File: src/rtl/prog_loader.sv
`timescale 1ns/1ps
// prog_loader
// Writable 16 x 46-bit program store for the MCX core. A byte-serial image
// arrives over a valid/ready handshake. The loader assembles it into lines
// and keeps the core in reset until a complete, well-formed image is present.
//
// Image format: header byte N (1..16), then N lines of 6 bytes each, MSB
// first. The top two bits of the first byte of every line must be zero.
//
// Optional build macro: LOADER_CHECKSUM_EN. When it is defined, one trailing
// byte follows the data. It must equal the 8-bit wrapping sum of the header
// and all data bytes.
//
// Ports
//   clk           system clock, rising edge
//   nrst          synchronous active-low reset
//   ld_start      one-cycle pulse: begin a new image load
//   ld_data       image byte
//   ld_valid      ld_data valid
//   ld_ready      loader accepts a byte this cycle (registered)
//   ld_done       image loaded successfully (sticky)
//   ld_err        image rejected (sticky)
//   cpu_hold      core held in reset while 1
//   addr          core fetch address
//   line          instruction line at addr, 0 while cpu_hold=1
//   lines_loaded  lines written in the current or last load
//
// state | meaning
// IDLE  | after reset, waiting for ld_start
// HDR   | expecting the line-count byte
// DATA  | receiving 6-byte lines
// CHK   | expecting the checksum byte (LOADER_CHECKSUM_EN only)
// DONE  | image valid, core released
// ERR   | image rejected, core held, reads forced to 0

module prog_loader #(
  parameter int LINES  = 16,
  parameter int LINE_W = 46,
  parameter int ADDR_W = 4
) (
  input  logic              clk,
  input  logic              nrst,
  input  logic              ld_start,
  input  logic [7:0]        ld_data,
  input  logic              ld_valid,
  output logic              ld_ready,
  output logic              ld_done,
  output logic              ld_err,
  output logic              cpu_hold,
  input  logic [ADDR_W-1:0] addr,
  output logic [LINE_W-1:0] line,
  output logic [4:0]        lines_loaded
);

  typedef enum logic [2:0] {
    S_IDLE,
    S_HDR,
    S_DATA,
`ifdef LOADER_CHECKSUM_EN
    S_CHK,
`endif
    S_DONE,
    S_ERR
  } state_e;

  state_e            state_q;
  logic [LINE_W-1:0] store_q [LINES];
  logic [4:0]        n_q;
  logic [4:0]        lines_q;
  logic [2:0]        bcnt_q;
  // Bytes 0..4 of the current line: 6 + 4*8 = 38 bits. Byte 5 completes it.
  logic [37:0]       acc_q;
  logic              ready_q;
  logic              done_q;
  logic              err_q;
  logic              hold_q;
`ifdef LOADER_CHECKSUM_EN
  logic [7:0]        sum_q;
`endif

  logic              accept;
  logic [LINE_W-1:0] line_d;
  logic [4:0]        lines_d;

  assign accept  = ld_valid & ready_q;
  assign line_d  = {acc_q, ld_data};
  assign lines_d = lines_q + 5'd1;

  always_ff @(posedge clk) begin
    if (!nrst) begin
      state_q <= S_IDLE;
      for (int i = 0; i < LINES; i++) store_q[i] <= '0;
      n_q     <= '0;
      lines_q <= '0;
      bcnt_q  <= '0;
      acc_q   <= '0;
      ready_q <= 1'b0;
      done_q  <= 1'b0;
      err_q   <= 1'b0;
      hold_q  <= 1'b1;
`ifdef LOADER_CHECKSUM_EN
      sum_q   <= '0;
`endif
    end else begin
      case (state_q)
        S_IDLE, S_DONE, S_ERR: begin
          // ld_ready is 0 here, so a byte presented together with the start
          // pulse is not consumed.
          if (ld_start) begin
            for (int i = 0; i < LINES; i++) store_q[i] <= '0;
            lines_q <= '0;
            bcnt_q  <= '0;
            done_q  <= 1'b0;
            err_q   <= 1'b0;
            hold_q  <= 1'b1;
            ready_q <= 1'b1;
`ifdef LOADER_CHECKSUM_EN
            sum_q   <= '0;
`endif
            state_q <= S_HDR;
          end
        end

        S_HDR: begin
          if (accept) begin
            if (ld_data == 8'd0 || ld_data > 8'd16) begin
              state_q <= S_ERR;
              err_q   <= 1'b1;
              ready_q <= 1'b0;
            end else begin
              n_q     <= ld_data[4:0];
`ifdef LOADER_CHECKSUM_EN
              sum_q   <= sum_q + ld_data;
`endif
              state_q <= S_DATA;
            end
          end
        end

        S_DATA: begin
          if (accept) begin
            if (bcnt_q == 3'd0 && ld_data[7:6] != 2'b00) begin
              state_q <= S_ERR;
              err_q   <= 1'b1;
              ready_q <= 1'b0;
            end else begin
`ifdef LOADER_CHECKSUM_EN
              sum_q <= sum_q + ld_data;
`endif
              if (bcnt_q == 3'd5) begin
                store_q[lines_q[ADDR_W-1:0]] <= line_d;
                lines_q <= lines_d;
                bcnt_q  <= '0;
                if (lines_d == n_q) begin
`ifdef LOADER_CHECKSUM_EN
                  state_q <= S_CHK;
`else
                  state_q <= S_DONE;
                  done_q  <= 1'b1;
                  hold_q  <= 1'b0;
                  ready_q <= 1'b0;
`endif
                end
              end else begin
                bcnt_q <= bcnt_q + 3'd1;
                if (bcnt_q == 3'd0) acc_q <= {32'd0, ld_data[5:0]};
                else                acc_q <= {acc_q[29:0], ld_data};
              end
            end
          end
        end

`ifdef LOADER_CHECKSUM_EN
        S_CHK: begin
          if (accept) begin
            ready_q <= 1'b0;
            if (ld_data == sum_q) begin
              state_q <= S_DONE;
              done_q  <= 1'b1;
              hold_q  <= 1'b0;
            end else begin
              state_q <= S_ERR;
              err_q   <= 1'b1;
            end
          end
        end
`endif

        default: state_q <= S_IDLE;
      endcase
    end
  end

  assign ld_ready     = ready_q;
  assign ld_done      = done_q;
  assign ld_err       = err_q;
  assign cpu_hold     = hold_q;
  assign lines_loaded = lines_q;
  // Reads are blanked while the core is held, which also hides the store
  // contents after a rejected image.
  assign line         = hold_q ? '0 : store_q[addr];

endmodule

File: config.mk
export PLATFORM = sky130hd
export DESIGN_NAME = prog_loader
export DESIGN_NICKNAME = d
export VERILOG_FILES = /design/src/rtl/prog_loader.sv
export SDC_FILE = /design/constraint.sdc
export NUM_CORES = 1
export LEC_CHECK = 0
export ABC_CLOCK_PERIOD_IN_PS = 15200
export CORE_UTILIZATION = 53
export CTS_CLUSTER_DIAMETER = 120
export DETAILED_ROUTE_END_ITERATION = 6
export GPL_ROUTABILITY_DRIVEN = 0
export PLACE_DENSITY = 0.7
export SYNTH_ARGS = -nofsm -noshare
export SYNTH_HDL_FRONTEND = slang
export SYNTH_SLANG_ARGS = --single-unit
File: constraint.sdc
create_clock -name clk -period 15.2 [get_ports clk]
set_input_delay 1.52 -clock clk [delete_from_list [all_inputs] [get_ports clk]]
set_output_delay 1.52 -clock clk [all_outputs]
set_load 0.02 [all_outputs]
### After elaboration in Yosys (flattened, before gate mapping)

Memories as Yosys holds them, arrays and structs flattened.
Cells that the tools add are included.

* RAM bits: 736
* input bits: 16
* register bits: 58
* memories kept: 1
* logic and storage cells: 139
* output and inout port bits: 55

Memory list
* store_q: words 16, width 46, rd ports 1, clocked after memory_dff 0, wr ports 16, RTL line 67 `logic [LINE_W-1:0] store_q [LINES];`

* equal/unequal tests: 16
* multiplexer cells: 72
* magnitude comparators: 1
* add/subtract/negate cells: 2
* bitwise operators: 20
* reduce and logical (&&, ||, !) cells: 18

Operators by type and width (number)
* 2-to-1 mux 46 bit: 18
* OR reduction 46 bit: 1
* 2-to-1 mux 38 bit: 1
* 2-to-1 mux 3 bit: 11
* 2-to-1 mux 1 bit: 30
* 2-to-1 mux 5 bit: 4
* inequality test 2 bit (second input constant): 8
* OR 1 bit: 16
* AND reduction 6 bit: 2
* case mux 5 bit (2 select lines): 1
* AND reduction 5 bit: 2
* case mux 3 bit (3 select lines): 1
* > comparator 8 x 5 -> 1 bit (second input constant): 1
* logical NOT 8 bit: 1
* AND reduction 4 bit: 2
* AND reduction 7 bit: 1
* equality test 3 x 2 -> 1 bit (second input constant): 2
* equality test 3 bit (second input constant): 2
* logical NOT 3 bit: 2
* inequality test 3 bit (second input constant): 2
* case mux 1 bit (3 select lines): 2
* case mux 3 bit (2 select lines): 1
* adder 5 x 1 -> 5 bit (second input constant): 1
* equality test 5 bit: 1
* 12 further kinds: 16

### Depth between registers and ports, before layout

* depth after elaboration: 9
* depth in mapped cells: 8
* mapped depth without buffers: 7

### Least setup slack after synthesis

Ideal clock, no wire load.

* kind: input -> register
* start point: input port nrst
* end point: memory store_q[10][0], enable pin
* path slack: 9.174 ns
* arrival time: 5.513 ns
* library setup time: 0.513 ns
* required time: 14.687 ns
* stages: 4
* cells stage by stage: clkinv_1 -> nor4_4 -> nand2_1 -> o21ai_0

RTL lines
* start, declared: RTL line 42 `input logic nrst,`
* end, declared: RTL line 67

### Worst setup path after layout

* start point: input port addr[2]
* end point: output port line[16]

* longest elaborated chain between the ends: 2

RTL lines
* start, declared: RTL line 50 `input logic [ADDR_W-1:0] addr,`
* memory (16 x 46 bit)
* 2-to-1 mux 46 bit: RTL line 201 `assign line = hold_q ? '0 : store_q[addr];`
* end, declared: RTL line 51 `output logic [LINE_W-1:0] line,`

No other way between the ends.

==> results.yml <==
worst_setup_path:
  regToRegSetupSlack_ns: 11.14
  arrival_ns: 5.56
  worst_r2r_startpoint: "state_q[1]"
  r2r-end: "store_q[14][3]"
  cp-end-kind: "output pin"
  critPathKind: "input pin to output pin"
  path_max_fanout: 73
  worst_ep_required_time_ns: 13.68
  rr_worst_depth: 5
  worst_setup_path_start_kind: "input pin"
routing:
  wl_per_cell_um: 30.61
  drc: 6
  drtPass1Iterations: 7
  via_count: 20104
  avgViaCountPerCell: 6.350
  drt_iter0_markers: 2552
  antenna_left: 0
  routed_wl_um: 96920
timing:
  tns_ns: 0
  fin_skew_ns: 0.02799
  setup_viol_count_final: 0
  fmax_ghz: 0.1411
  slew_viol_final: 0
  rsz0062_at_grt: "false"
  relSlewSlack: 0.2290
  hold_viol: 0
  tightest_slew_ns: 1.157
  finalCritPeriodShare: 0.4661
  period_minus_slack_ns: 7.085
grt:
  grt_pass1_wl_um: 139700
  grt_use_total: 0.2904
  grt_overflow: 0
  grt_max_degree: 74
  antenna_found_initial: 3
  grt_pass1_vias: 20290
synthesis:
  avgSynthCellArea_um2: 15.84
  synthFlopType: "edfxtp_1"
  synth-seq-area-share: 0.6538
  netlist_instances: 2246
  post-synth-top-area-cell: "edfxtp_1"
  synth_fa_ha_area_frac: 0.001407
  synthDistinctLibCells: 50
  yosys.area.top_type_share: 0.6212
  ys_warn_count: 0
  ys_ff_latch: 794
  netlist_area_um2: 35580
  synth_compound_area_frac: 0.01558
  async_reset_ff_frac: 0
  synthesis.nets: 2266
  synth.most_common_cell: "and2_1"
  synth.mux.area_fraction: 0.1493
  yosys-top-cells-area: "edfxtp_1 (62%), mux4_2 (15%), and2_1 (13%), dfxtp_1 (3.3%), clkbuf_1 (1.7%)"
  synth-xor-area-share: 0.001969
  synth_simple_gate_area_share: 0.1552
  synth_top_family_by_area: "simple AND/OR/NAND/NOR gates"
  synth_top_cells_by_count: "and2_1 (737), edfxtp_1 (736), mux4_2 (230), clkbuf_1 (158), nor2_1 (64)"
  synth_enable_flop_cells: 736
clock_network:
  cts_hold_buf: 0
  post_cts.repair.setup_buffers: 0
  cts_resized: 0
  clockBufferDepth: 3
  cts_tree: "done"
  cts-buffers-inserted: 80
  numClockSinks: 794
  root_buffer: "clkbuf_16"
  clkLatencyLatePin_ns: 0.64
  h-tree-depth: 3
  clkTransAtPathRegs_ns: 0.06
hold_path:
  whs_endpoint: "n_q[0]"
  holdCritPathClass: "flip-flop to flip-flop"
  hold_start: "n_q[0]"
  min_path_cells: 2
power:
  power_mw: 5.485
  leakage_nw: 14.36
  ir_drop_mv: 0.09150
  power.density_nw_per_um2: 138.4
floorplan:
  die_h_um: 261.1
  die_w_um: 261.1
  coreArea_um2: 66100
  floorplan.initialDensity: 0.5383
  row_count: 94
  io_pins: 71
  die_area_um2: 68170
flow_run:
  maxCapViolations: 0
outcome:
  outcome: "finished with violations"
  violations: "DRC"
layout:
  multi_input_area_um2: 11800
  nets: 2259
  area_delta_synth_final_pct: 11.43
  nFillCells: 4854
  antennaDiodeCount: 0
  seq_area_um2: 23260
  drive_above_1_share: 0.1851
placed_design:
  hpwl_um: 45780
  portBuffers: 70
power breakdown:
part           total [mW]  internal [mW]  switching, mW  leakage [nW]
Sequential           2.85           2.74          0.106          8.46
Combinational       0.728          0.264          0.464          4.70
Clock                1.91           1.08          0.831          1.20
Total                5.49           4.08           1.40          14.4
cell type report:
type | count | area share
Clock buffer | 116 | 0.05650
Timing Repair Buffer | 109 | 0.02509
Sequential cell | 794 | 0.5868
Multi-Input combinational cell | 1248 | 0.2977
Tap cell | 864 | 0.02727
Clock inverter | 29 | 0.006028
Inverter | 6 | 0.0005681
metal layers:
metal  vias up  share of wire  wire length, µm  global-route usage
met4         2          0.028             2748             0.09351
met1     10543           0.39            38090              0.4020
met5         -        0.00018               17                   0
li1       8280              -                -                   -
met2      1086           0.49            47270              0.4758
met3       193          0.091             8792             0.04617
placed cells by master (no fill, tap or decap), types with 6 or more instances in the layout:
cell / instances
nor2b_1: 50
mux4_2: 230
edfxtp_1: 736
xnor2_1: 6
nand2_1: 15
nor2_1: 52
clkbuf_16: 82
mux2i_1: 12
o21ai_4: 11
clkdlybuf4s50_1: 66
clkinv_2: 11
clkinv_1: 8
buf_4: 40
clkbuf_1: 28
nor2_4: 12
o21ai_0: 9
a22oi_1: 32
a21oi_1: 13
clkbuf_8: 7
and2_1: 737
dfxtp_1: 57
worst max-delay path, stage by stage:
cell and delay [ns]:
clkbuf_8 0.58, buf_4 0.67, buf_4 0.90, mux4_2 0.43
mux4_2 0.48, nor2b_1 0.22, clkdlybuf4s50_1 0.61
stage by stage:
step	setup slack (ns)	utilization	std cells	instance area, µm²	hold slack, ns
2_1_floorplan	9.174	-	2246	35580	0.4850
3_3_place_gp	7.971	0.5623	3021	37160	0.5019
3_5_place_dp	7.964	0.5623	3021	37160	0.5213
4_1_cts	7.957	0.5998	3166	39640	0.5351
5_1_grt	7.734	0.5998	3166	39640	0.5694
6_report	8.115	0.5998	3166	39640	0.5362
logic make-up after synthesis:
family,after synthesis
simple gates,909
flops,794
mux,243
buf+inv,204
compound gates,84
xor+xnor,8
fa+ha+maj,4
state kept, by name (all words and copies together) (netlist names):
name	count
ld_done	1
ld_err	1
ld_ready	1
state_q	3
n_q	5
store_q	736
bcnt_q	3
cpu_hold	1
lines_loaded	5
acc_q	38
how the worst max path moves through the flow:
stage            start              to  slack, ns  cells after the start
2_1_floorplan     nrst  store_q[10][0]       9.17                      4
3_3_place_gp   addr[0]         line[0]       7.97                      7
3_5_place_dp   addr[0]         line[0]       7.96                      7
4_1_cts        addr[0]         line[0]       7.96                      7
5_1_grt        addr[0]        line[29]       7.73                      7
6_report       addr[2]        line[16]       8.12                      7
Power figures use the tool's default switching activity.
